**config.mk**
```make
export PLATFORM = sky130hd
export DESIGN_NAME = apb_slave_mem
export DESIGN_NICKNAME = d
export VERILOG_FILES = /design/src/rtl/apb_slave_pkg.sv /design/src/rtl/apb_slave_ram.sv /design/src/rtl/apb_slave_mem.sv
export SDC_FILE = /design/constraint.sdc
export NUM_CORES = 2
export LEC_CHECK = 0
export ABC_CLOCK_PERIOD_IN_PS = 76900
export BUFFER_PORTS_ARGS = -buffer_cell sky130_fd_sc_hd__buf_2
export CAP_MARGIN = 0
export CORE_UTILIZATION = 25
export DETAILED_ROUTE_END_ITERATION = 7
export PLACE_DENSITY = 0.4
export SYNTH_ARGS = -nofsm -noshare
export SYNTH_HDL_FRONTEND = slang
export SYNTH_SLANG_ARGS = --single-unit
```
**constraint.sdc**
```tcl
create_clock -name pclk -period 76.9 [get_ports pclk]
set_input_delay 15.38 -clock pclk [delete_from_list [all_inputs] [get_ports pclk]]
set_output_delay 15.38 -clock pclk [all_outputs]
set_load 0.02 [all_outputs]
```
**src/rtl/apb_slave_pkg.sv**
```systemverilog
// Shared types and constants for the APB completer memory.
package apb_slave_pkg;

    typedef enum logic [1:0] {
        IDLE,
        SETUP,
        WAIT,
        ACCESS
    } state_t;

    localparam int unsigned WCW = 4;

    localparam logic [63:0] ERR_RDATA = '0;

endpackage

```
**src/rtl/apb_slave_ram.sv**
```systemverilog
// Word array behind the APB completer: synchronous write, asynchronous read, cleared on reset.
module apb_slave_ram
    import apb_slave_pkg::*;
#(
    parameter int unsigned AW    = 8,
    parameter int unsigned DW    = 8,
    parameter int unsigned DEPTH = 192
) (
    input  logic          clk,
    input  logic          rst,
    input  logic          we,
    input  logic [AW-1:0] waddr,
    input  logic [DW-1:0] wdata,
    input  logic [AW-1:0] raddr,
    output logic [DW-1:0] rdata
);

    logic [DW-1:0] mem_q [DEPTH];
    logic [DW-1:0] mem_d [DEPTH];

    always_comb begin
        mem_d = mem_q;
        if (we && (32'(waddr) < DEPTH)) begin
            mem_d[waddr] = wdata;
        end
    end

    always_ff @(posedge clk or posedge rst) begin
        if (rst) begin
            for (int unsigned i = 0; i < DEPTH; i++) begin
                mem_q[i] <= '0;
            end
        end else begin
            mem_q <= mem_d;
        end
    end

    // Out-of-range reads never index past the array.
    assign rdata = (32'(raddr) < DEPTH) ? mem_q[raddr] : '0;

endmodule

```
**src/rtl/apb_slave_mem.sv**
```systemverilog
// APB completer memory: latches the setup phase, inserts WAIT_CYCLES wait states,
// and answers with registered pready/prdata/pslverr; out-of-range words raise pslverr.
module apb_slave_mem
    import apb_slave_pkg::*;
#(
    parameter int unsigned AW          = 8,
    parameter int unsigned DW          = 8,
    parameter int unsigned DEPTH       = 192,
    parameter int unsigned WAIT_CYCLES = 1
) (
    input  logic          pclk,
    input  logic          preset,
    input  logic          psel,
    input  logic          penable,
    input  logic          pwrite,
    input  logic [AW-1:0] paddr,
    input  logic [DW-1:0] pwdata,
    output logic          pready,
    output logic [DW-1:0] prdata,
    output logic          pslverr
);

    localparam logic [WCW-1:0] WAIT_LOAD = (WAIT_CYCLES == 0) ? '0 : WCW'(WAIT_CYCLES - 1);

    state_t         state_q, state_d;
    logic [WCW-1:0] cnt_q, cnt_d;
    logic [AW-1:0]  addr_q, addr_d;
    logic           wr_q, wr_d;
    logic [DW-1:0]  wdata_q, wdata_d;
    logic           err_q, err_d;
    logic           pready_q, pready_d;
    logic           pslverr_q, pslverr_d;
    logic [DW-1:0]  prdata_q, prdata_d;

    logic           start;
    logic           ram_we;
    logic [DW-1:0]  ram_rdata;

    apb_slave_ram #(
        .AW    (AW),
        .DW    (DW),
        .DEPTH (DEPTH)
    ) u_ram (
        .clk   (pclk),
        .rst   (preset),
        .we    (ram_we),
        .waddr (addr_q),
        .wdata (wdata_q),
        .raddr (addr_d),
        .rdata (ram_rdata)
    );

    // Next state; outputs are precomputed so they are valid in the cycle the state is entered.
    // SETUP is the first access-phase cycle of a transfer that has wait states.
    always_comb begin
        state_d   = state_q;
        cnt_d     = cnt_q;
        addr_d    = addr_q;
        wr_d      = wr_q;
        wdata_d   = wdata_q;
        err_d     = err_q;
        pready_d  = 1'b0;
        pslverr_d = 1'b0;
        prdata_d  = prdata_q;
        start     = 1'b0;
        ram_we    = 1'b0;

        unique case (state_q)
            IDLE: begin
                start = psel && !penable;
            end
            SETUP, WAIT: begin
                if (!psel) begin
                    state_d = IDLE;
                end else if (penable) begin
                    if (cnt_q == '0) begin
                        state_d = ACCESS;
                    end else begin
                        cnt_d   = cnt_q - WCW'(1);
                        state_d = WAIT;
                    end
                end
            end
            ACCESS: begin
                state_d = IDLE;
                if (psel && penable) begin
                    ram_we = wr_q && !err_q;
                end else if (psel) begin
                    start = 1'b1;
                end
            end
            default: state_d = IDLE;
        endcase

        if (start) begin
            addr_d  = paddr;
            wr_d    = pwrite;
            wdata_d = pwdata;
            err_d   = 32'(paddr) >= DEPTH;
            cnt_d   = WAIT_LOAD;
            state_d = (WAIT_CYCLES == 0) ? ACCESS : SETUP;
        end

        if (state_d == ACCESS) begin
            pready_d  = 1'b1;
            pslverr_d = err_d;
            if (!wr_d) begin
                prdata_d = err_d ? DW'(ERR_RDATA) : ram_rdata;
            end
        end
    end

    always_ff @(posedge pclk or posedge preset) begin
        if (preset) begin
            state_q   <= IDLE;
            cnt_q     <= '0;
            addr_q    <= '0;
            wr_q      <= 1'b0;
            wdata_q   <= '0;
            err_q     <= 1'b0;
            pready_q  <= 1'b0;
            pslverr_q <= 1'b0;
            prdata_q  <= '0;
        end else begin
            state_q   <= state_d;
            cnt_q     <= cnt_d;
            addr_q    <= addr_d;
            wr_q      <= wr_d;
            wdata_q   <= wdata_d;
            err_q     <= err_d;
            pready_q  <= pready_d;
            pslverr_q <= pslverr_d;
            prdata_q  <= prdata_d;
        end
    end

    assign pready  = pready_q;
    assign pslverr = pslverr_q;
    assign prdata  = prdata_q;

endmodule

```
== Yosys cells after proc, flatten, opt, wreduce, memory -nomap -nowiden ==
Index checks and enable logic that the tools add are counted.
Cells by class
  $add $sub $neg: 1
  $lt $le $gt $ge: 6
  equality and inequality tests: 5
  muxes and demuxes: 28
  bitwise operators: 3
  reduce and logical (&&, ||, !) cells: 15
Operator list (count)
  1536-bit bitwise mux: 1
  8-bit binary-select mux with 8-bit select: 1
  8-bit demux with 8-bit select: 1
  8-bit 2-to-1 mux: 6
  4-bit 2-to-1 mux: 5
  9-bit >= comparator, second input constant: 2
  8-bit inverter with 9-bit output: 2
  8-bit less-than comparator, second input constant: 2
  9-bit by 1-bit less-than comparator with 1-bit output, second input constant: 1
  1-bit 2-to-1 mux: 9
  8-bit >= comparator, second input constant: 1
  2-bit == test, second input constant: 3
  2-bit 2-to-1 mux: 3
  2-bit nonzero test: 3
  1-bit logical AND: 5
  4-bit logical NOT: 1
  2-bit one-hot mux with 2 select lines: 1
  4-bit AND reduction: 1
  4-bit by 1-bit subtractor with 4-bit output, second input constant: 1
  2-bit by 1-bit == test with 1-bit output, second input constant: 1
  1-bit logical NOT: 2
  2-bit logical NOT: 1
  2-bit inequality test, second input constant: 1
  1-bit one-hot mux with 2 select lines: 1
  3 further kinds: 3
Word-level totals
  bits in registers: 1570
  output and inout bits: 10
  word-level logic and storage cells: 259

== Logic depth before layout (Yosys ltp) ==
  word-level depth: 10
  depth in mapped cells: 18
  mapped depth without buffers: 13

== Hierarchy ==
Synthesis repeated with hierarchy kept, for this count alone.
Unflattened totals
  cells, all modules: 4694
  area, all modules: 71952.8 µm²
By module, submodules not included
  apb_slave_ram: times used 1, cells each 4571, area each 70451.3 µm², seq. area each 38436.9 µm²
  apb_slave_mem: times used 1, cells each 123, area each 1501.4 µm², seq. area each 850.8 µm²

== Worst setup path before layout ==
OpenSTA, ideal clock, no wires.
  kind: input-to-reg
  start: input penable
  end: register prdata_q[0], in the netlist prdata[0]
  library setup time: 122 ps
  arrival: 17941 ps
  data required time: 76778 ps
  path slack: 58838 ps
  cell stages on the path: 11
  cell sequence: or3b_4 -> nor2_1 -> buf_4 -> mux2i_1 -> inv_1 -> clkbuf_1 -> nor3_1 -> nand4_1 -> nor3_1 -> nor3_1 -> a32o_1
On the way
  cells in the longest elaborated chain, start to end: 10
  elaborated cells on any way between the ends: 22
RTL lines
  from (decl): RTL line apb_slave_mem.sv:14  | input logic penable,
  1-bit logical AND or 1-bit logical NOT (tied branches): RTL line apb_slave_mem.sv:86, apb_slave_mem.sv:70
  1-bit 2-to-1 mux or 1-bit logical AND (tied branches): RTL line apb_slave_mem.sv:86, apb_slave_mem.sv:70
  1-bit one-hot mux with 2 select lines *: RTL line apb_slave_mem.sv:68  | unique case (state_q)
  8-bit 2-to-1 mux *: RTL line apb_slave_mem.sv:95  | if (start) begin
  net addr_d[5]: RTL line apb_slave_mem.sv:27  | logic [AW-1:0] addr_q, addr_d;
  8-bit inverter with 9-bit output (implied by the code): RTL line apb_slave_ram.sv:39  | assign rdata = (32'(raddr) < DEPTH) ? mem_q[raddr] : '0;
  8-bit binary-select mux with 8-bit select: RTL line apb_slave_ram.sv:39
  8-bit 2-to-1 mux (implied by the code) (2 in a row): RTL line apb_slave_ram.sv:39
  8-bit 2-to-1 mux *: RTL line apb_slave_ram.sv:39
  8-bit 2-to-1 mux *: RTL line apb_slave_mem.sv:108  | prdata_d = err_d ? DW'(ERR_RDATA) : ram_rdata;
  to (signal assigned): RTL line apb_slave_mem.sv:133  | prdata_q <= prdata_d;
  to (decl): RTL line apb_slave_mem.sv:33  | logic [DW-1:0] prdata_q, prdata_d;
The timed path passes the listed nets; every way through them passes the cells marked *. The select of a mux whose other input is x is not followed.
A chain may end at the register's enable or synchronous reset.

== Final worst setup path ==
  start: input psel
  end: register prdata_q[1], in the netlist prdata[1]
On the way
  cells in the longest elaborated chain, start to end: 10
  elaborated cells on any way between the ends: 21
RTL lines
  from (decl): RTL line apb_slave_mem.sv:13  | input logic psel,
  1-bit 2-to-1 mux or 1-bit logical AND (tied branches): RTL line apb_slave_mem.sv:88, apb_slave_mem.sv:86
  1-bit 2-to-1 mux: RTL line apb_slave_mem.sv:86  | if (psel && penable) begin
  1-bit one-hot mux with 2 select lines: RTL line apb_slave_mem.sv:68
  8-bit 2-to-1 mux: RTL line apb_slave_mem.sv:95
  8-bit inverter with 9-bit output (implied by the code): RTL line apb_slave_ram.sv:39
  8-bit binary-select mux with 8-bit select: RTL line apb_slave_ram.sv:39
  8-bit 2-to-1 mux (implied by the code) (2 in a row): RTL line apb_slave_ram.sv:39
  8-bit 2-to-1 mux: RTL line apb_slave_ram.sv:39
  8-bit 2-to-1 mux: RTL line apb_slave_mem.sv:108
Parallel ways exist; a longest one is shown, timed or not. The select of a mux whose other input is x is not followed.

==> flow_summary.yaml <==
outcome:
  status: "finished, violations left"
  violations: "max-capacitance violations"
drt:
  routedWlPerCell_um: 25.8
  vias_per_cell: 4.97
  wl_um: 264000
  first_pass_iters: 5
  ant_nets: 0
  vias: 50865
  drt-initial-drc-count: 4204
  drc: 0
placed_design:
  portBuffers: 30
  placed_cell_area_um2: 77300
  dpl_worst_slack_ns: 55.06
  placed_cells: 9887
  place_congestion: 0.804
  post-dp-hpwl_um: 166000
grt:
  antenna_found_initial: 15
  grt_max_degree: 166
  grt_pass1_vias: 51274
  grt_pass1_wl_um: 387000
  grtUsageTotal: 0.179
  grt-ovfl-total: 0
pwr:
  power_density_nw_per_um2: 32.1
  vdd_drop_max_uv: 33.8
  total_power_mw: 2.68
  total_leakage_power_nw: 37.8
critical_path:
  cp_data_required_time_ns: 77.58
  startpoint_type: "input pin"
  crit_path_end: "prdata[1]"
  slowest_delay_ns: 1.11
  critPathKind: "input pin to register"
  end_kind: "register"
  r2r_slack_ns: 69.68
  arrival_ns: 21.74
  cp-startpoint: "psel"
  r2r-start: "state_q[0]"
  cp_max_fo: 135
  r2r_cells: 15
  cp_slowest_cell: "a2111oi_0"
  rr_endpoint: "prdata[1]"
  crit_chain: "buf_2 > nor3b_2 > nand3_1 > buf_4 > and2_4 > inv_16 > buf_4 > buf_4 > mux4_2 > a2111oi_0 > o211a_1 > o221ai_1 > a31oi_1 > o41ai_1"
  path_common_cell: "buf_4"
clock_network:
  ctsHoldBuffers: 0
  root_buffer: "clkbuf_16"
  ctsResizeCount: 0
  numClockSinks: 1570
  clk_pin_slew_worst_paths_ns: 0.06
  cts_made_buffers: 189
  cts.repair_timing.setup_buffer_count: 0
  cts_tree: "done"
  cts_max_level: 4
  clk_latency_ns: 0.85
  clockBufferDepth: 3
cells_and_area:
  instances_no_fill: 10239
  syn2layout_area_growth_pct: 14.7
  final_area_um2: 83500
  layout-drive-gt1-share: 0.330
  nets: 6223
sta:
  drv_slew: 0
  min_period_over_period: 0.274
  fin_ws_ns: 55.84
  rsz0062_at_grt: "false"
  finalHoldViolCount: 0
  worst_pin_slew_ns: 1.44
  final_period_minus_worst_setup_slack_ns: 21.06
  fin_skew_ns: 0.0371
  slew_headroom: 0.0164
  setup_tns_ns: 0
  setup_viol: 0
  max_freq_ghz: 0.0475
floorplan:
  start_util: 0.252
  num_rows: 197
  die_h_um: 542
  coreArea_um2: 289000
  dieArea_um2: 294000
  die_x_um: 542
  ios: 31
synthesis:
  seq_area_frac_synth: 0.539
  syn_nets: 6321
  synth_cells: 6296
  synth_top_area_cell: "dfrtp_1"
  synthDistinctLibCells: 62
  synth_edf_count: 0
  synth_area_leaders: "dfrtp_1, mux2_2, nand2_1"
  synth_flop_cell: "dfrtp_1"
  ys_async_sr_fraction: 1.00
  syn_area_um2: 72800
  synthMostInstantiatedCell: "dfrtp_1"
  avgSynthCellArea_um2: 11.6
  synth_top_area_frac: 0.539
  synth_warnings: 0
  synth_common_cells: "dfrtp_1, mux2_2, nand2_1, nand3_1, clkbuf_1"
  ys_ff_latch: 1570
run:
  drv_cap: 2
min_path:
  min_path_cells: 1
  hold_path_class: "register to register"
## metrics by stage
| step | utilization | hold slack [ns] |
|---|---|---|
| finish | 0.289 | 0.498 |
| global route | 0.289 | 0.509 |
| CTS | 0.289 | 0.497 |
| detailed placement | 0.267 | 0.484 |
| global placement | 0.267 | 0.480 |
| floorplan | - | 0.471 |
## worst max-delay path: cells and delay by family
kind	cells	cell delay, ns
buffers and inverters	5	2.23
muxes	1	0.58
AOI/OAI and AO/OA	5	2.53
and+or+nand+nor	3	0.85
## placed cells by master (no fill, tap or decap), types with 8 or more instances in the layout
cell	n
clkinv_2	28
buf_12	8
nor2_1	133
nand4_1	66
nand3_1	414
o211ai_1	8
nor2b_1	9
and3_1	75
mux2i_1	53
buf_4	128
a32oi_1	29
inv_1	12
dfrtp_4	8
o2111ai_1	33
a32o_1	18
clkbuf_1	55
nor4_1	12
mux2_2	1540
a2111oi_0	16
nor3_1	17
a22oi_1	10
o211a_1	14
mux4_2	50
clkbuf_8	46
a21oi_1	70
o21ai_0	32
buf_2	33
a211oi_1	28
dfrtp_1	1562
diode_2	8
a311oi_1	19
nand2_1	1363
o221ai_1	15
clkbuf_16	194
a31oi_1	130
## registers in the layout (all words and copies together), names as in the netlist
name	count
pslverr	1
err_q	1
state_q	2
wr_q	1
cnt_q	4
prdata	8
addr_q	8
u_ram.mem_q	1536
pready	1
wdata_q	8
## cells by family (layout without fill, tap and decap cells)
family | count (synthesis) | after routing | synth area share
AOI/OAI and AO/OA | 463 | 463 | 0.0457
xor gates and xnor gates | 2 | 2 | 0.000241
adders and majority gates | 4 | 4 | 0.000687
buffers and inverters | 477 | 532 | 0.0282
DFF | 1570 | 1570 | 0.539
muxes | 1648 | 1648 | 0.262
other | 0 | 8 | 0
and+or+nand+nor | 2132 | 2132 | 0.124
## report_power, final
| group | internal, mW | switching [mW] |
|---|---|---|
| clock | 0.531 | 0.373 |
| sequential | 0.837 | 0.0490 |
| combinational | 0.171 | 0.718 |
## worst min path at each step
stage | start | to | slack (ns)
after floorplan | u_ram.mem_q[1071] | u_ram.mem_q[1071] | 0.47
after global placement | u_ram.mem_q[554] | u_ram.mem_q[554] | 0.48
after detailed placement | u_ram.mem_q[555] | u_ram.mem_q[555] | 0.48
after CTS | u_ram.mem_q[555] | u_ram.mem_q[555] | 0.50
after global routing | u_ram.mem_q[616] | u_ram.mem_q[616] | 0.51
final | u_ram.mem_q[553] | u_ram.mem_q[553] | 0.50
## final cells by class
type,count,area (µm²)
fillers,29784,205000
flip-flops and latches,1570,39300
multi-input cells,4249,31700
clock buffers,295,5690
well taps,3880,4850
repair buffers,170,1300
clock inverters,49,554
inverters,18,96.3
diodes,8,20.0
## metal layers
layer,global-route usage,wire [µm]
met1,0.255,125000
met2,0.279,120000
met3,0.0267,12000
met4,0.0537,7530
met5,0,40
No activity file was read; power rests on OpenSTA's default activity.
